<file path="src/rtl/game_step_ctrl.sv">
// Game step controller: turns the asynchronous divided game tick into single-cycle
// step pulses while running, and handles the speed and start/pause/restart buttons.
module game_step_ctrl #(
    parameter int CNT_W = 16
) (
    input  logic             clk,
    input  logic             rst,
    input  logic             clk_game,
    input  logic             btn_up,
    input  logic             btn_down,
    input  logic             btn_start,
    input  logic             game_over,
    output logic [1:0]       clk_rate,
    output logic             step,
    output logic [CNT_W-1:0] step_count,
    output logic [1:0]       state
);
    localparam logic [1:0] ST_IDLE  = 2'd0;
    localparam logic [1:0] ST_RUN   = 2'd1;
    localparam logic [1:0] ST_PAUSE = 2'd2;
    localparam logic [1:0] ST_OVER  = 2'd3;

    logic             s1_r, s2_r, s3_r;
    logic             tick_rise_s;
    logic             up_prev_r, down_prev_r, start_prev_r;
    logic             up_edge_s, down_edge_s, start_edge_s;
    logic [1:0]       state_r, state_next_s;
    logic [1:0]       rate_r, rate_next_s;
    logic             step_r, step_next_s;
    logic [CNT_W-1:0] count_r, count_next_s;

    assign tick_rise_s  = s2_r & ~s3_r;
    assign up_edge_s    = btn_up & ~up_prev_r;
    assign down_edge_s  = btn_down & ~down_prev_r;
    assign start_edge_s = btn_start & ~start_prev_r;

    // Tick synchronizer and button history; these run in every FSM state.
    always_ff @(posedge clk) begin
        if (rst) begin
            s1_r         <= 1'b0;
            s2_r         <= 1'b0;
            s3_r         <= 1'b0;
            up_prev_r    <= 1'b0;
            down_prev_r  <= 1'b0;
            start_prev_r <= 1'b0;
        end else begin
            s1_r         <= clk_game;
            s2_r         <= s1_r;
            s3_r         <= s2_r;
            up_prev_r    <= btn_up;
            down_prev_r  <= btn_down;
            start_prev_r <= btn_start;
        end
    end

    // Rate select: saturating up/down, simultaneous edges cancel.
    always_comb begin
        rate_next_s = rate_r;
        if (up_edge_s && !down_edge_s) begin
            rate_next_s = (rate_r == 2'd3) ? 2'd3 : rate_r + 2'd1;
        end else if (down_edge_s && !up_edge_s) begin
            rate_next_s = (rate_r == 2'd0) ? 2'd0 : rate_r - 2'd1;
        end else begin
            rate_next_s = rate_r;
        end
    end

    // FSM state register plus registered step, count and rate outputs.
    always_ff @(posedge clk) begin
        if (rst) begin
            state_r <= ST_IDLE;
            rate_r  <= 2'd0;
            step_r  <= 1'b0;
            count_r <= {CNT_W{1'b0}};
        end else begin
            state_r <= state_next_s;
            rate_r  <= rate_next_s;
            step_r  <= step_next_s;
            count_r <= count_next_s;
        end
    end

    // Next-state logic; game_over wins over a same-cycle start edge in RUN.
    always_comb begin
        state_next_s = state_r;
        case (state_r)
            ST_IDLE:  state_next_s = start_edge_s ? ST_RUN : ST_IDLE;
            ST_RUN: begin
                if (game_over) begin
                    state_next_s = ST_OVER;
                end else if (start_edge_s) begin
                    state_next_s = ST_PAUSE;
                end else begin
                    state_next_s = ST_RUN;
                end
            end
            ST_PAUSE: state_next_s = start_edge_s ? ST_RUN : ST_PAUSE;
            ST_OVER:  state_next_s = start_edge_s ? ST_IDLE : ST_OVER;
            default:  state_next_s = ST_IDLE;
        endcase
    end

    // Step gating uses the pre-transition state, so a tick landing on the
    // PAUSE->RUN edge is dropped rather than replayed.
    always_comb begin
        step_next_s  = tick_rise_s & (state_r == ST_RUN);
        count_next_s = count_r;
        if ((state_r == ST_IDLE) && start_edge_s) begin
            count_next_s = {CNT_W{1'b0}};
        end else if (step_next_s) begin
            count_next_s = count_r + CNT_W'(1);
        end else begin
            count_next_s = count_r;
        end
    end

    assign clk_rate   = rate_r;
    assign step       = step_r;
    assign step_count = count_r;
    assign state      = state_r;

endmodule

</file>
<file path="config.mk">
export PLATFORM = sky130hd
export DESIGN_NAME = game_step_ctrl
export DESIGN_NICKNAME = d
export VERILOG_FILES = /design/src/rtl/game_step_ctrl.sv
export SDC_FILE = /design/constraint.sdc
export NUM_CORES = 1
export LEC_CHECK = 0
export BUFFER_PORTS_ARGS = -buffer_cell sky130_fd_sc_hd__buf_2
export CORE_UTILIZATION = 40
export CTS_CLUSTER_DIAMETER = 30
export CTS_CLUSTER_SIZE = 20
export DETAILED_ROUTE_END_ITERATION = 8
export GPL_ROUTABILITY_DRIVEN = 0
export PLACE_DENSITY = 0.65
export SLEW_MARGIN = 0
export SYNTH_ARGS = -nofsm -noshare
export SYNTH_HDL_FRONTEND = slang
export SYNTH_SLANG_ARGS = --single-unit
</file>
<file path="constraint.sdc">
create_clock -name clk -period 1.8 [get_ports clk]
set_input_delay 0.18 -clock clk [delete_from_list [all_inputs] [get_ports clk]]
set_output_delay 0.18 -clock clk [all_outputs]
set_load 0.03 [all_outputs]
</file>
==> results.rst, run 1 <==
.. list-table::
   :header-rows: 1

   * - Metric
     - Value
   * - Transition at the pin with the smallest max-transition slack
     - 0.402 ns
   * - Filler cell count
     - 244
   * - Synthesized area per cell
     - 8.95 sq um
   * - Area of placed instances
     - 0.00139 sq mm
   * - Pwr dens
     - 663 mW/mm^2
   * - Kind of start point of the critical path
     - register
   * - Portion of the clock cycle consumed by the worst path in the final layout
     - 97.2%
   * - Starting utilization of the core area
     - 43.9%
   * - Fraction of layout cells with a size suffix above 1
     - 36.7%
   * - Startpoint-to-endpoint class of the critical path
     - register to register
   * - Area of the core
     - 0.00259 sq mm
   * - Post-placement setup slack
     - 0.0581 ns
   * - Post-CTS Hold Buffers
     - 0
   * - Seq/Total Area, Yosys
     - 47.6%
   * - Post-route insts no fill
     - 196
   * - Number of clock sinks
     - 27
   * - Reported leakage power
     - 0.596 nW
   * - Final design instance area without fill
     - 0.00147 sq mm
   * - Drt pass-1 iters
     - 4
   * - Rows
     - 18
   * - Post-synthesis sequential element count
     - 27
   * - Worst-case setup margin in the final layout
     - 0.0510 ns
   * - Worst-case clock buffer depth
     - 2
   * - Final ANT Viol Nets
     - 0
   * - Setup repair after global routing missed its margin
     - true
   * - Max-cap check violation count
     - 0
   * - Post-synthesis instance area
     - 0.00114 sq mm
   * - Number of remaining DRC errors
     - 0
   * - Instance count of the mapped netlist
     - 127
   * - I/O pin total
     - 28
   * - Syn. warnings
     - 0
   * - Hold Path Cell Cnt
     - 2
   * - Cts bufs inserted
     - 3
   * - Overall fraction of global-route tracks in use
     - 16.5%
   * - Wire length of the first global-routing pass
     - 4.06 mm
   * - H-Tree Level Count
     - 1
   * - Post-synthesis net count
     - 136
   * - Final setup fails
     - 0
   * - Worst Hold Launch
     - clk_game
   * - Accumulated negative setup slack
     - 0 ns
   * - Via/cell ratio
     - 5.11
   * - Total congestion overflow after global routing
     - 0
   * - Rel. slew slack
     - 72.8%
   * - Via count of the first global-routing pass
     - 913
   * - Number of buffer cells added on primary ports
     - 27
   * - Violation count after the first detailed-route iteration
     - 18
   * - Final Max Slew Viols
     - 0
   * - Pin count of the biggest net entering global routing
     - 15
   * - DP HPWL
     - 1.76 mm
   * - CTS tree
     - yes
   * - Crit Reg-Reg Startpoint
     - step_count[6]$_SDFFE_PP0P_
   * - Worst ir drop on vdd
     - 0.649 mV
   * - Depth of the worst register-to-register path
     - 4
   * - Width of the die
     - 55.3 microns
   * - Data arrival at the endpoint of the critical path
     - 2.02 ns
   * - Die boundary height
     - 55.3 microns
   * - Die area
     - 0.00306 sq mm
   * - Run status
     - completed
   * - Worst-case clock skew
     - 0.00341 ns
   * - Most used cells in the layout excluding fill and tap cells
     - sky130_fd_sc_hd__buf_2 (27), sky130_fd_sc_hd__dfxtp_1 (19), sky130_fd_sc_hd__nor2_1 (13)
   * - Type of the worst min-delay path
     - input pin to register
   * - Via count
     - 1,001
   * - Placed cell count
     - 191
   * - Reg-to-reg setup timing slack
     - 0.05 ns
   * - Highest attainable clock frequency
     - 572 MHz
   * - Wire length reported by the detailed router
     - 2.44 mm
   * - Number of inserted diodes
     - 0
   * - Shortest clock period the worst path allows after layout
     - 1.75 ns
   * - Net count reported at finish
     - 176
   * - Worst-skew pair later-pin latency
     - 0.33 ns
   * - End point of the worst hold path
     - s1_r$_SDFF_PP0_
   * - Clock-pin slew of the registers on the worst-case setup and hold paths
     - 0.14 ns
   * - Per-cell routed wire length
     - 12.5 microns
   * - Final Hold Violating Endpoints
     - 0
   * - Largest fanout of any net on the critical path
     - 5
   * - Required time worst endpoint
     - 2.08 ns
   * - Clock root buffer master
     - sky130_fd_sc_hd__clkbuf_4
   * - Power after layout
     - 0.000971 W
   * - Antenna violations before repair
     - 0
   * - Worst R2R End
     - step_count[15]$_SDFFE_PP0P_
   * - Syn-to-layout area delta
     - 29.0%
   * - Kind of end point of the critical path
     - register
   * - Netlist cell types
     - 30
   * - Most frequent standard cell in the layout excluding fill and tap cells
     - sky130_fd_sc_hd__buf_2
==> registers in the layout (all words and copies together) (netlist names) <==
signal / flops
step_count: 16
clk_rate: 2
state: 2
down_prev_r: 1
s1_r: 1
s2_r: 1
s3_r: 1
start_prev_r: 1
step: 1
up_prev_r: 1
==> cell families after synthesis <==
| logic type | after synthesis | share of synthesized area, % |
|---|---|---|
| xor+xnor | 9 | 6.94 |
| mux | 1 | 0.991 |
| fa+ha+maj | 2 | 2.20 |
| compound gates | 20 | 9.58 |
| buf+inv | 9 | 3.08 |
| simple gates | 59 | 29.6 |
| flops | 27 | 47.6 |
==> final cells by class <==
type                            count  area (sq um)  area share [%]
Clock buffer                        4          26.3            1.79
Timing Repair Buffer               39           225            15.4
Sequential cell                    27           558            38.1
Multi-Input combinational cell     91           599            40.9
Tap cell                           30          37.5            2.56
Inverter                            5          18.8            1.28
==> what timing repair did <==
item,CTS,global route
endpoints found under the setup margin,0,5
buffers inserted,0,1
gates resized for setup,0,10
==> worst max-delay path by stage <==
| stage | from | to | slack, ns | cells after the start |
|---|---|---|---|---|
| finish | step_count[6]$_SDFFE_PP0P_ | step_count[15]$_SDFFE_PP0P_ | 0.05 | 4 |
| global route | step_count[6]$_SDFFE_PP0P_ | step_count[15]$_SDFFE_PP0P_ | -0.04 | 4 |
| floorplan | step_count[10]$_SDFFE_PP0P_ | step_count[15]$_SDFFE_PP0P_ | -0.02 | 4 |
| CTS | step_count[0]$_SDFFE_PP0P_ | step_count[12]$_SDFFE_PP0P_ | 0.01 | 5 |
| global placement | step_count[5]$_SDFFE_PP0P_ | step_count[15]$_SDFFE_PP0P_ | 0.1 | 4 |
| detailed placement | step_count[5]$_SDFFE_PP0P_ | step_count[15]$_SDFFE_PP0P_ | 0.06 | 4 |
==> report_power, final <==
part	switching [W]	leakage, nW	internal (W)
combinational	0.0000549	0.356	0.0000401
sequential	0.00000849	0.224	0.000607
clock	0.000173	0.0150	0.0000870
==> Yosys cell counts (all sizes together) <==
| cell type | n | share of area [%] |
|---|---|---|
| or3 | 4 | 2.2 |
| dfxtp | 27 | 48 |
| xnor2 | 5 | 3.9 |
| a221oi | 1 | 0.77 |
| a21oi | 8 | 3.5 |
| nand2b | 2 | 1.1 |
| nor2b | 9 | 5.0 |
| or4 | 6 | 4.6 |
| ha | 2 | 2.2 |
| o21ai | 9 | 4.0 |
| nor4bb | 1 | 0.88 |
| nand2 | 9 | 3.0 |
| inv | 5 | 1.7 |
| xor2 | 4 | 3.1 |
| nand3 | 5 | 2.2 |
| o211ai | 1 | 0.66 |
| clkbuf | 2 | 0.66 |
| or2 | 2 | 1.1 |
| and2 | 1 | 0.55 |
| mux2 | 1 | 0.99 |
| nor4b | 1 | 0.77 |
| o31ai | 1 | 0.66 |
| nor3 | 3 | 1.3 |
| nand4 | 2 | 1.7 |
| nand4bb | 1 | 0.99 |
| nor2 | 13 | 4.3 |
| buf | 2 | 0.77 |
==> critical path: stages (launching register included) <==
cell	delay [ns]
sky130_fd_sc_hd__dfxtp_4	0.39
sky130_fd_sc_hd__nand4_4	0.13
sky130_fd_sc_hd__or4_4	0.55
sky130_fd_sc_hd__or4_4	0.49
sky130_fd_sc_hd__a21oi_2	0.13
==> per-stage QoR <==
step	utilization, %	hold slack (ns)
2_1_floorplan	-	0.252
3_3_place_gp	53.5	0.396
3_5_place_dp	53.5	0.403
4_1_cts	54.5	0.0486
5_1_grt	56.6	0.0475
6_report	56.6	0.0499
==> per-layer routing <==
metal | track usage (%) | share of wire [%]
met1 | 20.9 | 46
met2 | 27.5 | 50
met3 | 4.92 | 3.2
met4 | 4.29 | 1.0
met5 | 0 | 0
Power figures use the tool's default switching activity.
==> run 2, diff against run 1 <==
CORE_ASPECT_RATIO = 2   (was not set)
==> run 2 against run 1 <==
Against the previous run: non-clock buffer count is 5 lower; setup slack worse by 0.0044 ns; worst hold slack better by 0.078 ns; wire length is 3.5% lower; combinational power is 4.1% lower; core utilization is 4.7 points lower; sequential cell count stayed put; maximum frequency is 0.25% lower; clock skew is 0.0033 ns higher; global-route usage is 0.78 points higher; highest routed layer unchanged; critical path depth stayed put; largest cell class unchanged.
==> results.rst, run 2 (synthesized netlist as in run 1, its figures left out) <==
.. list-table::
   :header-rows: 1

   * - Metric
     - Value
   * - Data arrival at the endpoint of the critical path
     - 1.96 ns (was 2.02 ns)
   * - Transition at the pin with the smallest max-transition slack
     - 0.446 ns (was 0.402 ns)
   * - Wire length reported by the detailed router
     - 2.36 mm (was 2.44 mm)
   * - DP HPWL
     - 1.81 mm (was 1.76 mm)
   * - Final Max Slew Viols
     - 0 (unchanged)
   * - Net count reported at finish
     - 171 (was 176)
   * - Violation count after the first detailed-route iteration
     - 15 (was 18)
   * - Count of cells resized by post-cts repair
     - 0 (unchanged)
   * - Kind of end point of the critical path
     - register (unchanged)
   * - Rows
     - 27 (was 18)
   * - Syn-to-layout area delta
     - 24.9% (was 29.0%)
   * - Number of buffer cells added on primary ports
     - 27 (unchanged)
   * - Worst-case setup margin in the final layout
     - 0.0466 ns (was 0.0510 ns)
   * - Portion of the clock cycle consumed by the worst path in the final layout
     - 97.4% (was 97.2%)
   * - Die boundary height
     - 77.4 microns (was 55.3 microns)
   * - Post-CTS Hold Buffers
     - 0 (unchanged)
   * - Post-CTS setup buffers
     - 0 (unchanged)
   * - Clock root buffer master
     - sky130_fd_sc_hd__clkbuf_8 (was sky130_fd_sc_hd__clkbuf_4)
   * - Startpoint-to-endpoint class of the critical path
     - register to register (unchanged)
   * - WHS
     - 0.128 ns (was 0.0499 ns)
   * - Required time worst endpoint
     - 2.01 ns (was 2.08 ns)
   * - Per-cell routed wire length
     - 12.4 microns (was 12.5 microns)
   * - Placed cell count
     - 186 (was 191)
   * - Reported leakage power
     - 0.581 nW (was 0.596 nW)
   * - Worst ir drop on vdd
     - 0.566 mV (was 0.649 mV)
   * - Filler cell count
     - 272 (was 244)
   * - Rel. slew slack
     - 69.9% (was 72.8%)
   * - Pin count of the biggest net entering global routing
     - 16 (was 15)
   * - I/O pin total
     - 28 (unchanged)
   * - Overall fraction of global-route tracks in use
     - 17.3% (was 16.5%)
   * - Total congestion overflow after global routing
     - 0 (unchanged)
   * - Die area
     - 0.00307 sq mm (was 0.00306 sq mm)
   * - CTS tree
     - yes (unchanged)
   * - Shortest clock period the worst path allows after layout
     - 1.75 ns (about the same)
   * - Most frequent standard cell in the layout excluding fill and tap cells
     - sky130_fd_sc_hd__buf_2 (unchanged)
   * - Worst-case clock skew
     - 0.00667 ns (was 0.00341 ns)
   * - Via count
     - 1,001 (unchanged)
   * - Kind of start point of the critical path
     - register (unchanged)
   * - Area of placed instances
     - 0.00135 sq mm (was 0.00139 sq mm)
   * - Via/cell ratio
     - 5.27 (was 5.11)
   * - Final ANT Viol Nets
     - 0 (unchanged)
   * - Run status
     - completed (unchanged)
   * - Max-cap check violation count
     - 0 (unchanged)
   * - Starting utilization of the core area
     - 41.5% (was 43.9%)
   * - Most used cells in the layout excluding fill and tap cells
     - sky130_fd_sc_hd__buf_2 (27), sky130_fd_sc_hd__dfxtp_1 (18), sky130_fd_sc_hd__nor2_1 (13) (was sky130_fd_sc_hd__buf_2 (27), sky130_fd_sc_hd__dfxtp_1 (19), sky130_fd_sc_hd__nor2_1 (13))
   * - Final design instance area without fill
     - 0.00142 sq mm (was 0.00147 sq mm)
   * - Area of the core
     - 0.00274 sq mm (was 0.00259 sq mm)
   * - Clock-pin slew of the registers on the worst-case setup and hold paths
     - 0.09 ns (was 0.14 ns)
   * - Fraction of layout cells with a size suffix above 1
     - 33.5% (was 36.7%)
   * - Antenna violations before repair
     - 0 (unchanged)
   * - Drt pass-1 iters
     - 3 (was 4)
   * - Highest attainable clock frequency
     - 570 MHz (was 572 MHz)
   * - Number of clock sinks
     - 27 (unchanged)
   * - Number of inserted diodes
     - 0 (unchanged)
   * - Accumulated negative setup slack
     - 0 ns (unchanged)
   * - Post-route insts no fill
     - 190 (was 196)
   * - Final Hold Violating Endpoints
     - 0 (unchanged)
   * - Wire length of the first global-routing pass
     - 3.96 mm (was 4.06 mm)
   * - Post-placement setup slack
     - 0.0523 ns (was 0.0581 ns)
   * - H-Tree Level Count
     - 1 (unchanged)
   * - Worst-case clock buffer depth
     - 2 (unchanged)
   * - Via count of the first global-routing pass
     - 952 (was 913)
   * - Final setup fails
     - 0 (unchanged)
   * - Type of the worst min-delay path
     - input pin to register (unchanged)
   * - Pwr dens
     - 732 mW/mm^2 (was 663 mW/mm^2)
   * - Number of remaining DRC errors
     - 0 (unchanged)
   * - Worst-skew pair later-pin latency
     - 0.27 ns (was 0.33 ns)
   * - Width of the die
     - 39.7 microns (was 55.3 microns)
   * - Largest fanout of any net on the critical path
     - 5 (unchanged)
   * - Cts bufs inserted
     - 3 (unchanged)
   * - Flip-flop count of the largest register, all copies and words added
     - 16 (unchanged)
## run 2: cell count changes in the layout (fill, tap and decap cells not counted), sizes merged
cell    previous run  this run
buf               39        34
clkbuf             4         3
clkinv             0         1
## run 2: critical path, cell delays in order (launching register included)
cell and delay, ns:
sky130_fd_sc_hd__dfxtp_2 0.38, sky130_fd_sc_hd__nand4_4 0.13, sky130_fd_sc_hd__or4_4 0.57, sky130_fd_sc_hd__or4_1 0.47
sky130_fd_sc_hd__a21oi_1 0.14
## run 2: worst paths after layout
check	slack, ns	depth (start not counted)	to	start
worst max-delay path	0.05	4	step_count[15]$_SDFFE_PP0P_	step_count[6]$_SDFFE_PP0P_
worst min-delay path	0.13	2	s1_r$_SDFF_PP0_	clk_game
worst max register to register	0.05	4	step_count[15]$_SDFFE_PP0P_	step_count[6]$_SDFFE_PP0P_
worst min register to register	0.46	1	s2_r$_SDFF_PP0_	s1_r$_SDFF_PP0_
## run 2: area by class of cell
class	instances	area, sq um	share of cell area, %
Multi-Input combinational cell	91	573	40.4
Sequential cell	27	557	39.2
Timing Repair Buffer	34	188	13.2
Clock buffer	3	41.3	2.91
Tap cell	29	36.3	2.56
Inverter	5	18.8	1.32
Clock inverter	1	5.00	0.353
## run 2: stage by stage
stage / util [%] / total power (W)
2_1_floorplan: - / 0.000691
3_3_place_gp: 49.5 / 0.000720
3_5_place_dp: 49.5 / 0.000724
4_1_cts: 51.2 / 0.00106
5_1_grt: 51.9 / 0.00109
6_report: 51.9 / 0.00104
## run 2: power breakdown
group	leakage, nW	switching [W]	internal, W	total, W
Sequential	0.224	0.00000605	0.000608	0.000614
Combinational	0.331	0.0000532	0.0000379	0.0000911
Clock	0.0255	0.000179	0.000155	0.000334
## run 2: layer usage
metal	track usage (%)	wire length, microns
met1	20.3	908
met4	6.21	76
met2	30.2	1290
met5	0	0
met3	1.71	85
==> run 3, diff against run 2 <==
CORE_ASPECT_RATIO = not set   (was 2)
CORE_UTILIZATION = 45   (was 40)
PLACE_DENSITY = 0.72   (was 0.65)
==> run 3 against run 2 <==
Against the previous run: non-clock buffer count up 6; power down 7.1%; die area down 11%; clock power decreased by 24%; sequential power about the same; clock-buffer cell count increased by 1; maximum frequency is 1.8% higher; via count is 3.9% higher; critical path type unchanged.
==> results.rst, run 3 (synthesized netlist as in run 1, its figures left out) <==
.. list-table::
   :header-rows: 1

   * - Metric
     - Value
   * - Worst R2R End
     - step_count[15]$_SDFFE_PP0P_ (unchanged)
   * - Via count of the first global-routing pass
     - 950 (was 952)
   * - Clock root buffer master
     - sky130_fd_sc_hd__clkbuf_4 (was sky130_fd_sc_hd__clkbuf_8)
   * - H-Tree Level Count
     - 1 (unchanged)
   * - Kind of end point of the critical path
     - register (unchanged)
   * - Type of the worst min-delay path
     - input pin to register (unchanged)
   * - Fraction of layout cells with a size suffix above 1
     - 38.3% (was 33.5%)
   * - Rel. slew slack
     - 73.5% (was 69.9%)
   * - Run status
     - completed (unchanged)
   * - Most used cells in the layout excluding fill and tap cells
     - sky130_fd_sc_hd__buf_2 (27), sky130_fd_sc_hd__dfxtp_1 (17), sky130_fd_sc_hd__nor2_1 (13), sky130_fd_sc_hd__buf_4 (13) (was sky130_fd_sc_hd__buf_2 (27), sky130_fd_sc_hd__dfxtp_1 (18), sky130_fd_sc_hd__nor2_1 (13))
   * - Depth of the worst register-to-register path
     - 4 (unchanged)
   * - Setup repair after global routing missed its margin
     - false
   * - Wire length of the first global-routing pass
     - 3.84 mm (was 3.96 mm)
   * - Reg-to-reg setup timing slack
     - 0.08 ns (was 0.05 ns)
   * - Transition at the pin with the smallest max-transition slack
     - 0.392 ns (was 0.446 ns)
   * - Post-placement setup slack
     - 0.0369 ns (was 0.0523 ns)
   * - Final setup fails
     - 0 (unchanged)
   * - Pin count of the biggest net entering global routing
     - 15 (was 16)
   * - I/O pin total
     - 28 (unchanged)
   * - Largest fanout of any net on the critical path
     - 5 (unchanged)
   * - Via count
     - 1,040 (was 1,001)
   * - Die boundary height
     - 52.2 microns (was 77.4 microns)
   * - Placed cell count
     - 187 (was 186)
   * - Final ANT Viol Nets
     - 0 (unchanged)
   * - Die area
     - 0.00273 sq mm (was 0.00307 sq mm)
   * - Flip-flop count of the largest register, all copies and words added
     - 16 (unchanged)
   * - Clock-pin slew of the registers on the worst-case setup and hold paths
     - 0.13 ns (was 0.09 ns)
   * - Pwr dens
     - 656 mW/mm^2 (was 732 mW/mm^2)
   * - End point of the worst hold path
     - s1_r$_SDFF_PP0_ (unchanged)
   * - Width of the die
     - 52.2 microns (was 39.7 microns)
   * - Final Hold Violating Endpoints
     - 0 (unchanged)
   * - Worst-skew pair later-pin latency
     - 0.32 ns (was 0.27 ns)
   * - Cts bufs inserted
     - 3 (unchanged)
   * - CTS tree
     - yes (unchanged)
   * - Drt pass-1 iters
     - 4 (was 3)
   * - Area of the core
     - 0.00230 sq mm (was 0.00274 sq mm)
   * - Worst Hold Launch
     - clk_game (unchanged)
   * - Startpoint-to-endpoint class of the critical path
     - register to register (unchanged)
   * - Worst-case clock buffer depth
     - 2 (unchanged)
   * - Number of remaining DRC errors
     - 0 (unchanged)
   * - Required time worst endpoint
     - 2.06 ns (was 2.01 ns)
   * - Kind of start point of the critical path
     - register (unchanged)
   * - Worst-case clock skew
     - 0.00403 ns (was 0.00667 ns)
   * - Post-route insts no fill
     - 195 (was 190)
   * - DP HPWL
     - 1.79 mm (was 1.81 mm)
   * - Overall fraction of global-route tracks in use
     - 19.2% (was 17.3%)
   * - Via/cell ratio
     - 5.33 (was 5.27)
   * - Syn-to-layout area delta
     - 29.4% (was 24.9%)
   * - Highest attainable clock frequency
     - 580 MHz (was 570 MHz)
   * - Final Max Slew Viols
     - 0 (unchanged)
   * - Hold Path Cell Cnt
     - 2 (unchanged)
   * - Portion of the clock cycle consumed by the worst path in the final layout
     - 95.7% (was 97.4%)
   * - Per-cell routed wire length
     - 12.4 microns (about the same)
   * - Number of buffer cells added on primary ports
     - 27 (unchanged)
   * - Number of clock sinks
     - 27 (unchanged)
   * - Area of placed instances
     - 0.00137 sq mm (was 0.00135 sq mm)
   * - Wire length reported by the detailed router
     - 2.42 mm (was 2.36 mm)
   * - Shortest clock period the worst path allows after layout
     - 1.72 ns (was 1.75 ns)
   * - Violation count after the first detailed-route iteration
     - 17 (was 15)
   * - Total congestion overflow after global routing
     - 0 (unchanged)
   * - Max-cap check violation count
     - 0 (unchanged)
   * - Data arrival at the endpoint of the critical path
     - 1.99 ns (was 1.96 ns)
   * - Crit Reg-Reg Startpoint
     - step_count[6]$_SDFFE_PP0P_ (unchanged)
   * - Filler cell count
     - 211 (was 272)
   * - Final design instance area without fill
     - 0.00147 sq mm (was 0.00142 sq mm)
   * - Number of inserted diodes
     - 0 (unchanged)
   * - Worst ir drop on vdd
     - 0.528 mV (was 0.566 mV)
   * - Rows
     - 17 (was 27)
   * - Worst-case setup margin in the final layout
     - 0.0769 ns (was 0.0466 ns)
   * - Most frequent standard cell in the layout excluding fill and tap cells
     - sky130_fd_sc_hd__buf_2 (unchanged)
   * - Reported leakage power
     - 0.602 nW (was 0.581 nW)
   * - Antenna violations before repair
     - 0 (unchanged)
   * - Net count reported at finish
     - 177 (was 171)
   * - Starting utilization of the core area
     - 49.5% (was 41.5%)
run 3: how the worst max path moves through the flow:
stage | start | endpoint | slack [ns] | cells after the start
finish | step_count[6]$_SDFFE_PP0P_ | step_count[15]$_SDFFE_PP0P_ | 0.08 | 4
global route | step_count[6]$_SDFFE_PP0P_ | step_count[15]$_SDFFE_PP0P_ | 0.01 | 4
CTS | step_count[5]$_SDFFE_PP0P_ | step_count[15]$_SDFFE_PP0P_ | 0.007 | 4
detailed placement | step_count[5]$_SDFFE_PP0P_ | step_count[15]$_SDFFE_PP0P_ | 0.04 | 4
global placement | step_count[5]$_SDFFE_PP0P_ | step_count[15]$_SDFFE_PP0P_ | 0.08 | 4
floorplan | step_count[10]$_SDFFE_PP0P_ | step_count[15]$_SDFFE_PP0P_ | -0.02 | 4
run 3: power by group:
part           internal, W  switching, W
clock network    0.0000867      0.000166
logic            0.0000401     0.0000550
registers         0.000609    0.00000852
run 3: repair_timing:
action | 4_1_cts | 5_1_grt
hold buffers | 0 | 0
setup buffers | 0 | 4
resized for setup | 0 | 11
setup endpoints to repair | 0 | 5
run 3: final cells by class:
class,instances,area [sq um],share of cell area (%)
flip-flops and latches,27,558,38.0
multi-input cells,91,599,40.8
repair buffers,40,233,15.8
well taps,28,35.0,2.38
inverters,5,18.8,1.28
clock buffers,4,26.3,1.79
run 3: critical path: stages (launching register included):
cell and delay, ns:
sky130_fd_sc_hd__dfxtp_4 0.39, sky130_fd_sc_hd__nand4_4 0.13, sky130_fd_sc_hd__or4_4 0.55, sky130_fd_sc_hd__or4_4 0.49
sky130_fd_sc_hd__a21oi_2 0.12
run 3: stage by stage:
stage | setup TNS, ns | hold slack, ns | total power (W) | utilization (%)
final | 0 | 0.0662 | 0.000965 | 64.0
after global routing | 0 | 0.0649 | 0.00101 | 64.0
after CTS | 0 | 0.0655 | 0.000970 | 60.7
after detailed placement | 0 | 0.405 | 0.000724 | 59.5
after global placement | 0 | 0.395 | 0.000720 | 59.5
after floorplan | -0.0159 | 0.252 | 0.000691 | -
run 3: layer usage:
layer | part of all wire (%) | track usage [%] | up-vias
met1 | 44 | 21.1 | 496
met3 | 3.6 | 6.09 | 2
met4 | 0.54 | 3.95 | 0
met2 | 52 | 35.7 | 23
met5 | 0 | 0 | -
li1 | - | - | 519
